## config.mk

```make
export PLATFORM = sky130hd
export DESIGN_NAME = conv_window_generator
export DESIGN_NICKNAME = d
export VERILOG_FILES = /design/src/rtl/conv_pkg.sv /design/src/rtl/line_buffer.sv /design/src/rtl/conv_window_generator.sv
export SDC_FILE = /design/constraint.sdc
export NUM_CORES = 2
export LEC_CHECK = 0
export ABC_CLOCK_PERIOD_IN_PS = 7100
export CELL_PAD_IN_SITES_DETAIL_PLACEMENT = 1
export CELL_PAD_IN_SITES_GLOBAL_PLACEMENT = 2
export CORE_UTILIZATION = 53
export DETAILED_ROUTE_END_ITERATION = 8
export GPL_TIMING_DRIVEN = 0
export PLACE_DENSITY_LB_ADDON = 0.1
export SYNTH_ARGS = -nofsm -noshare
export SYNTH_HDL_FRONTEND = slang
export SYNTH_SLANG_ARGS = --single-unit
```

## constraint.sdc

```tcl
create_clock -name clk -period 7.1 [get_ports clk]
set_clock_uncertainty 0.2 [all_clocks]
set_input_delay 1.42 -clock clk [delete_from_list [all_inputs] [get_ports clk]]
set_output_delay 1.42 -clock clk [all_outputs]
set_load 0.01 [all_outputs]
```

## src/rtl/conv_pkg.sv

```systemverilog
// Shared constants, output-count helpers and FSM state type for the sliding-window generator.
package conv_pkg;

    typedef enum logic {
        FILL   = 1'b0,
        ACTIVE = 1'b1
    } win_state_e;

    function automatic int pix_w(input int i_width, input int channels);
        return i_width * channels;
    endfunction

    // Output positions along one axis of length n for filter f and stride s
    function automatic int out_dim(input int n, input int f, input int s);
        return (n - f) / s + 1;
    endfunction

    function automatic int out_count(input int w, input int h, input int f, input int s);
        return out_dim(w, f, s) * out_dim(h, f, s);
    endfunction

endpackage

```

## src/rtl/line_buffer.sv

```systemverilog
// Cascade of LINES row delays, DEPTH pixels each; taps[l] is the pixel l+1 rows above din.
module line_buffer #(
    parameter int PIX_W = 24,
    parameter int DEPTH = 64,
    parameter int LINES = 4
) (
    input  logic                        clk,
    input  logic                        shift_en,
    input  logic [PIX_W-1:0]            din,
    output logic [LINES-1:0][PIX_W-1:0] taps
);

    for (genvar l = 0; l < LINES; l++) begin : g_line
        logic [DEPTH-1:0][PIX_W-1:0] mem;
        logic [PIX_W-1:0]            lin;

        if (l == 0) begin : g_head
            assign lin = din;
        end else begin : g_chain
            assign lin = taps[l-1];
        end

        // Storage is intentionally unreset; emission gating hides stale contents.
        always_ff @(posedge clk) begin
            if (shift_en) mem <= {mem[DEPTH-2:0], lin};
        end

        assign taps[l] = mem[DEPTH-1];
    end

endmodule

```

## src/rtl/conv_window_generator.sv

```systemverilog
// Streaming FxFxC window generator with strided emission and frame-end flag.
// Optional CONV_WINDOW_COORD_EN adds registered output-grid coordinates out_row/out_col.
module conv_window_generator
    import conv_pkg::*;
#(
    parameter int I_WIDTH      = 8,
    parameter int CHANNELS_IN  = 3,
    parameter int FILTER_SIZE  = 5,
    parameter int IMAGE_WIDTH  = 64,
    parameter int IMAGE_HEIGHT = 32,
    parameter int STRIDE       = 4
) (
    input  logic                                                   clk,
    input  logic                                                   rst_n,
    input  logic                                                   clk_en,
    input  logic                                                   in_valid,
    input  logic [CHANNELS_IN*I_WIDTH-1:0]                         input_data,
    output logic [FILTER_SIZE*FILTER_SIZE*CHANNELS_IN*I_WIDTH-1:0] window_data,
    output logic                                                   valid,
    output logic                                                   frame_done
`ifdef CONV_WINDOW_COORD_EN
    ,
    output logic [15:0]                                            out_row,
    output logic [15:0]                                            out_col
`endif
);

    localparam int F      = FILTER_SIZE;
    localparam int PIX_W  = pix_w(I_WIDTH, CHANNELS_IN);
    localparam int WIN_N  = F * F;
    localparam int CW     = $clog2(IMAGE_WIDTH);
    localparam int RW     = $clog2(IMAGE_HEIGHT);
    localparam int PW     = (STRIDE > 1) ? $clog2(STRIDE) : 1;
    localparam int LAST_C = F - 1 + (out_dim(IMAGE_WIDTH, F, STRIDE) - 1) * STRIDE;
    localparam int LAST_R = F - 1 + (out_dim(IMAGE_HEIGHT, F, STRIDE) - 1) * STRIDE;

    localparam logic [CW-1:0] C_MAX      = CW'(IMAGE_WIDTH - 1);
    localparam logic [CW-1:0] C_FIRST    = CW'(F - 1);
    localparam logic [CW-1:0] C_LAST     = CW'(LAST_C);
    localparam logic [RW-1:0] R_MAX      = RW'(IMAGE_HEIGHT - 1);
    localparam logic [RW-1:0] R_FILL_END = RW'(F - 2);
    localparam logic [RW-1:0] R_LAST     = RW'(LAST_R);
    localparam logic [PW-1:0] PH_MAX     = PW'(STRIDE - 1);

    logic                            accept;
    logic [CW-1:0]                   col_q;
    logic [RW-1:0]                   row_q;
    logic [PW-1:0]                   col_ph_q, row_ph_q;
    win_state_e                      state_q, state_d;
    logic                            col_end, row_end, col_in_win;
    logic                            col_hit, row_hit, emit, last_pos;
    logic [F-2:0][PIX_W-1:0]         taps;
    logic [WIN_N-1:0][PIX_W-1:0]     win_q, win_d, win_out_q;

    assign accept     = clk_en & in_valid;
    assign col_end    = (col_q == C_MAX);
    assign row_end    = (row_q == R_MAX);
    assign col_in_win = (col_q >= C_FIRST);
    assign col_hit    = col_in_win && (col_ph_q == '0);
    assign row_hit    = (state_q == ACTIVE) && (row_ph_q == '0);
    assign emit       = accept && row_hit && col_hit;
    assign last_pos   = (row_q == R_LAST) && (col_q == C_LAST);

    line_buffer #(
        .PIX_W (PIX_W),
        .DEPTH (IMAGE_WIDTH),
        .LINES (F - 1)
    ) u_line_buffer (
        .clk      (clk),
        .shift_en (accept),
        .din      (input_data),
        .taps     (taps)
    );

    // Raster position and stride phases; phases only advance inside the window region.
    always_ff @(posedge clk or negedge rst_n) begin
        if (!rst_n) begin
            col_q    <= '0;
            row_q    <= '0;
            col_ph_q <= '0;
            row_ph_q <= '0;
        end else if (accept) begin
            if (col_end) begin
                col_q    <= '0;
                col_ph_q <= '0;
                if (row_end) begin
                    row_q    <= '0;
                    row_ph_q <= '0;
                end else begin
                    row_q <= row_q + 1'b1;
                    if (state_q == ACTIVE)
                        row_ph_q <= (row_ph_q == PH_MAX) ? '0 : row_ph_q + 1'b1;
                end
            end else begin
                col_q <= col_q + 1'b1;
                if (col_in_win)
                    col_ph_q <= (col_ph_q == PH_MAX) ? '0 : col_ph_q + 1'b1;
            end
        end
    end

    always_ff @(posedge clk or negedge rst_n) begin
        if (!rst_n) state_q <= FILL;
        else        state_q <= state_d;
    end

    always_comb begin
        state_d = state_q;
        case (state_q)
            FILL:    if (accept && col_end && (row_q == R_FILL_END)) state_d = ACTIVE;
            ACTIVE:  if (accept && col_end && row_end)               state_d = FILL;
            default: state_d = FILL;
        endcase
    end

    // Shift the window left; the new right column is the line-buffer taps over input_data.
    always_comb begin
        win_d = win_q;
        for (int ky = 0; ky < F; ky++) begin
            for (int kx = 0; kx < F - 1; kx++)
                win_d[ky*F+kx] = win_q[ky*F+kx+1];
        end
        for (int ky = 0; ky < F - 1; ky++)
            win_d[ky*F+F-1] = taps[F-2-ky];
        win_d[WIN_N-1] = input_data;
    end

    always_ff @(posedge clk or negedge rst_n) begin
        if (!rst_n)      win_q <= '0;
        else if (accept) win_q <= win_d;
    end

`ifdef CONV_WINDOW_COORD_EN
    logic [15:0] oc_q, or_q;

    // Counts of emitting columns in this row and emitting rows in this frame so far.
    always_ff @(posedge clk or negedge rst_n) begin
        if (!rst_n) begin
            oc_q <= '0;
            or_q <= '0;
        end else if (accept) begin
            if (col_end) begin
                oc_q <= '0;
                if (row_end)      or_q <= '0;
                else if (row_hit) or_q <= or_q + 1'b1;
            end else if (col_hit) begin
                oc_q <= oc_q + 1'b1;
            end
        end
    end
`endif

    always_ff @(posedge clk or negedge rst_n) begin
        if (!rst_n) begin
            valid      <= 1'b0;
            frame_done <= 1'b0;
            win_out_q  <= '0;
`ifdef CONV_WINDOW_COORD_EN
            out_row    <= '0;
            out_col    <= '0;
`endif
        end else if (clk_en) begin
            valid      <= emit;
            frame_done <= emit && last_pos;
            if (emit) begin
                win_out_q <= win_d;
`ifdef CONV_WINDOW_COORD_EN
                out_row   <= or_q;
                out_col   <= oc_q;
`endif
            end
        end
    end

    assign window_data = win_out_q;

endmodule
```

==> load_flow_metrics.sql <==
INSERT INTO impl_metrics (metric_group, metric, value, unit) VALUES
('outcome', 'result_of_the_run', 'finished, violations left', ''),
('outcome', 'violations', 'DRC', ''),
('power', 'power', '0.0865', 'W'),
('global_routing', 'grt_first_pass_wirelength', '580000', 'µm'),
('yosys', 'ys_types', '38', ''),
('power', 'power.switching_fraction', '20.1', '%'),
('worst_setup_path', 'cp_cell_sequence', 'clkdlybuf4s50_1, nand2_8, inv_8, clkbuf_16, buf_16, buf_16, buf_16, buf_16, buf_16, buf_16, buf_16, bufbuf_16', ''),
('global_routing', 'groute.usage.overall', '18.2', '%'),
('yosys', 'synthMuxAreaShare', '3.01', '%'),
('global_routing', 'grt_max_degree', '208', ''),
('worst_setup_path', 'crit_family', 'buffers and inverters', ''),
('detailed_routing', 'detail_route.wirelength', '389000', 'µm'),
('worst_setup_path', 'critPathSlowestCell', 'clkdlybuf4s50_1', ''),
('yosys', 'synth_top_flop_cell', 'edfxtp_1', ''),
('job', 'max_cap_viol_count', '0', ''),
('layout', 'layout_commonest_cell', 'edfxtp_1', ''),
('clock_tree', 'cts_made_buffers', '700', ''),
('power', 'power.density_cell_area', '328', 'nW/µm²'),
('worst_setup_path', 'max_stage_delay', '0.68', 'ns'),
('worst_setup_path', 'timing.critical_path.required', '7.58', 'ns'),
('power', 'leakage_power', '95.2', 'nW'),
('yosys', 'synth_largest_type_area_fraction', '81.7', '%'),
('worst_setup_path', 'r2r_cells', '7', ''),
('placed_design', 'placement.io_buffers', '629', ''),
('clock_tree', 'cts_htree_levels', '6', ''),
('detailed_routing', 'drt_iter0_drc', '6212', ''),
('yosys', 'synthSimpleGateAreaFrac', '2.47', '%'),
('floorplanning', 'initial_utilization', '53.3', '%'),
('worst_setup_path', 'start_kind', 'input port', ''),
('layout', 'instances_no_fill', '17180', ''),
('timing', 'layout_setup_ws', '0.451', 'ns'),
('clock_tree', 'clock_tree_from_tritoncts', 'done', ''),
('yosys', 'synth_compound_area_share', '0.0770', '%'),
('yosys', 'post_synthesis_cell_area', '226000', 'µm²'),
('yosys', 'synth_enable_flop_cells', '6144', ''),
('detailed_routing', 'detailedRoute.firstPassIterationCount', '9', ''),
('power', 'power_frac_comb', '1.8', '%'),
('placed_design', 'gp_congestion', '0.786', ''),
('worst_setup_path', 'timing.critical_path.buf_inv', '11', ''),
('detailed_routing', 'drc_errors', '96', ''),
('power', 'p_seq_share', '56.7', '%'),
('timing', 'finalHoldViolCount', '0', ''),
('clock_tree', 'cts_post_setup_buffers_inserted', '0', ''),
('timing', 'setup_total_negative_slack', '0', 'ns'),
('global_routing', 'antenna_found_initial', '23', ''),
('timing', 'final_min_period_over_clock_period', '93.6', '%'),
('detailed_routing', 'routed_wire_length_per_instance', '22.7', 'µm'),
('timing', 'finalSetupViolations', '0', ''),
('clock_tree', 'worst_skew_pair.late_latency', '1.04', 'ns'),
('clock_tree', 'cts.clk_slew.worst_paths', '0.06', 'ns'),
('clock_tree', 'numClockSinks', '7242', ''),
('timing', 'timing_max_transition_violations_final', '0', ''),
('yosys', 'yosysWarnings', '0', ''),
('yosys', 'asyncSetResetFlopFracSynth', '15.2', '%'),
('worst_setup_path', 'crit_type', 'in2reg', ''),
('clock_tree', 'postCtsHoldBufs', '0', ''),
('worst_setup_path', 'crit_cells', '12', ''),
('floorplanning', 'chipHeight', '655', 'µm'),
('worst_setup_path', 'worst_r2r_endpoint', 'window_data[293]', ''),
('yosys', 'synth_xor_xnor_area_share', '0.00776', '%'),
('power', 'power.ir.vdd_worst', '0.262', 'mV'),
('worst_setup_path', 'crit-reg2reg-launch', 'col_q[2]', ''),
('yosys', 'synth_top_family_by_area', 'multiplexers', ''),
('timing', 'grt_setup_unrepaired', 'false', ''),
('clock_tree', 'clk_root_buffer_cell', 'clkbuf_16', ''),
('layout', 'final-seq-area', '212000', 'µm²'),
('placed_design', 'hpwlAfterDp', '229000', 'µm'),
('worst_setup_path', 'timing.critical_path.arrival', '7.13', 'ns'),
('yosys', 'synth_seq_cells', '7242', ''),
('detailed_routing', 'detailed_route_via_count', '85848', ''),
('worst_setup_path', 'crit_top_cell', 'buf_16', '');
==> state kept, by name (all words and copies together), names as in the netlist <==
| register | flops |
|---|---|
| frame_done | 1 |
| state_q | 1 |
| valid | 1 |
| win_d | 480 |
| col_q | 6 |
| window_data | 600 |
| u_line_buffer.g_line.lin | 72 |
| row_ph_q | 2 |
| u_line_buffer.g_line.mem | 6048 |
| col_ph_q | 2 |
| row_q | 5 |
| u_line_buffer.taps | 24 |
==> logic make-up after synthesis <==
logic type	Yosys count
buf+inv	188
compound gates	23
flops	7242
xor+xnor	2
mux	603
simple gates	1469
fa+ha+maj	9
==> power by group through the flow <==
stage          Clock, W  Sequential [W]  Combinational [W]
2_1_floorplan         0          0.0505           0.000947
3_3_place_gp          0          0.0514            0.00144
3_5_place_dp          0          0.0499            0.00160
4_1_cts          0.0370          0.0491            0.00162
5_1_grt          0.0383          0.0492            0.00180
6_report         0.0358          0.0490            0.00157
==> layer usage <==
metal | part of all wire, % | wire [µm] | up-vias | global-route usage (%)
li1 | - | - | 39048 | -
met1 | 43 | 166000 | 44495 | 24.4
met2 | 49 | 191000 | 1649 | 29.9
met3 | 5.7 | 22000 | 654 | 4.16
met4 | 2.8 | 11000 | 2 | 5.52
met5 | 0.0046 | 18 | - | 0
==> metrics by stage <==
| stage | hold WS (ns) | cell area [µm²] | util [%] |
|---|---|---|---|
| 2_1_floorplan | 0.200 | 226000 | - |
| 3_3_place_gp | 0.200 | 239000 | 56.4 |
| 3_5_place_dp | 0.205 | 240000 | 56.7 |
| 4_1_cts | 0.0839 | 263000 | 62.1 |
| 5_1_grt | 0.117 | 263000 | 62.1 |
| 6_report | 0.109 | 263000 | 62.1 |
==> Yosys cell counts (2+ instances only) <==
master and count:
nand3_1 6, nand2b_1 3, nand2_1 1444, nand4_1 3, nor2_1 3, a22o_1 3
o21ai_0 4, buf_2 3, ha_1 9, o41ai_1 2, nor4_1 2, dfrtp_1 1098
mux2_2 25, mux2_1 578, buf_6 64, edfxtp_1 6144, inv_1 11, o31ai_1 7
xnor2_1 2, clkbuf_1 95, buf_1 13
==> area by class of cell <==
cell class,count,share of cell area [%]
inverter,12,0.0200
antenna,11,0.0105
tap,5663,2.69
buffer,176,0.445
multi-input combinational,2106,4.81
sequential,7242,80.5
timing repair buffer,685,3.00
clock inverter,377,1.39
clock buffer,908,7.14
==> worst max-delay path by stage <==
stage / to / slack (ns) / startpoint
6_report: u_line_buffer.g_line[1].mem[1411] / 0.45 / clk_en
5_1_grt: u_line_buffer.g_line[1].mem[1002] / 0.05 / clk_en
4_1_cts: u_line_buffer.g_line[2].mem[1003] / 0.11 / clk_en
3_5_place_dp: u_line_buffer.g_line[0].mem[954] / -2.81 / clk_en
3_3_place_gp: window_data[594] / -49.22 / rst_n
2_1_floorplan: u_line_buffer.g_line[0].mem[0] / -9.97 / clk_en
==> timing repair <==
action                     4_1_cts  5_1_grt
setup endpoints to repair     1286      620
cloned                          12        3
resized for setup                0        0
Power figures use the tool's default switching activity.
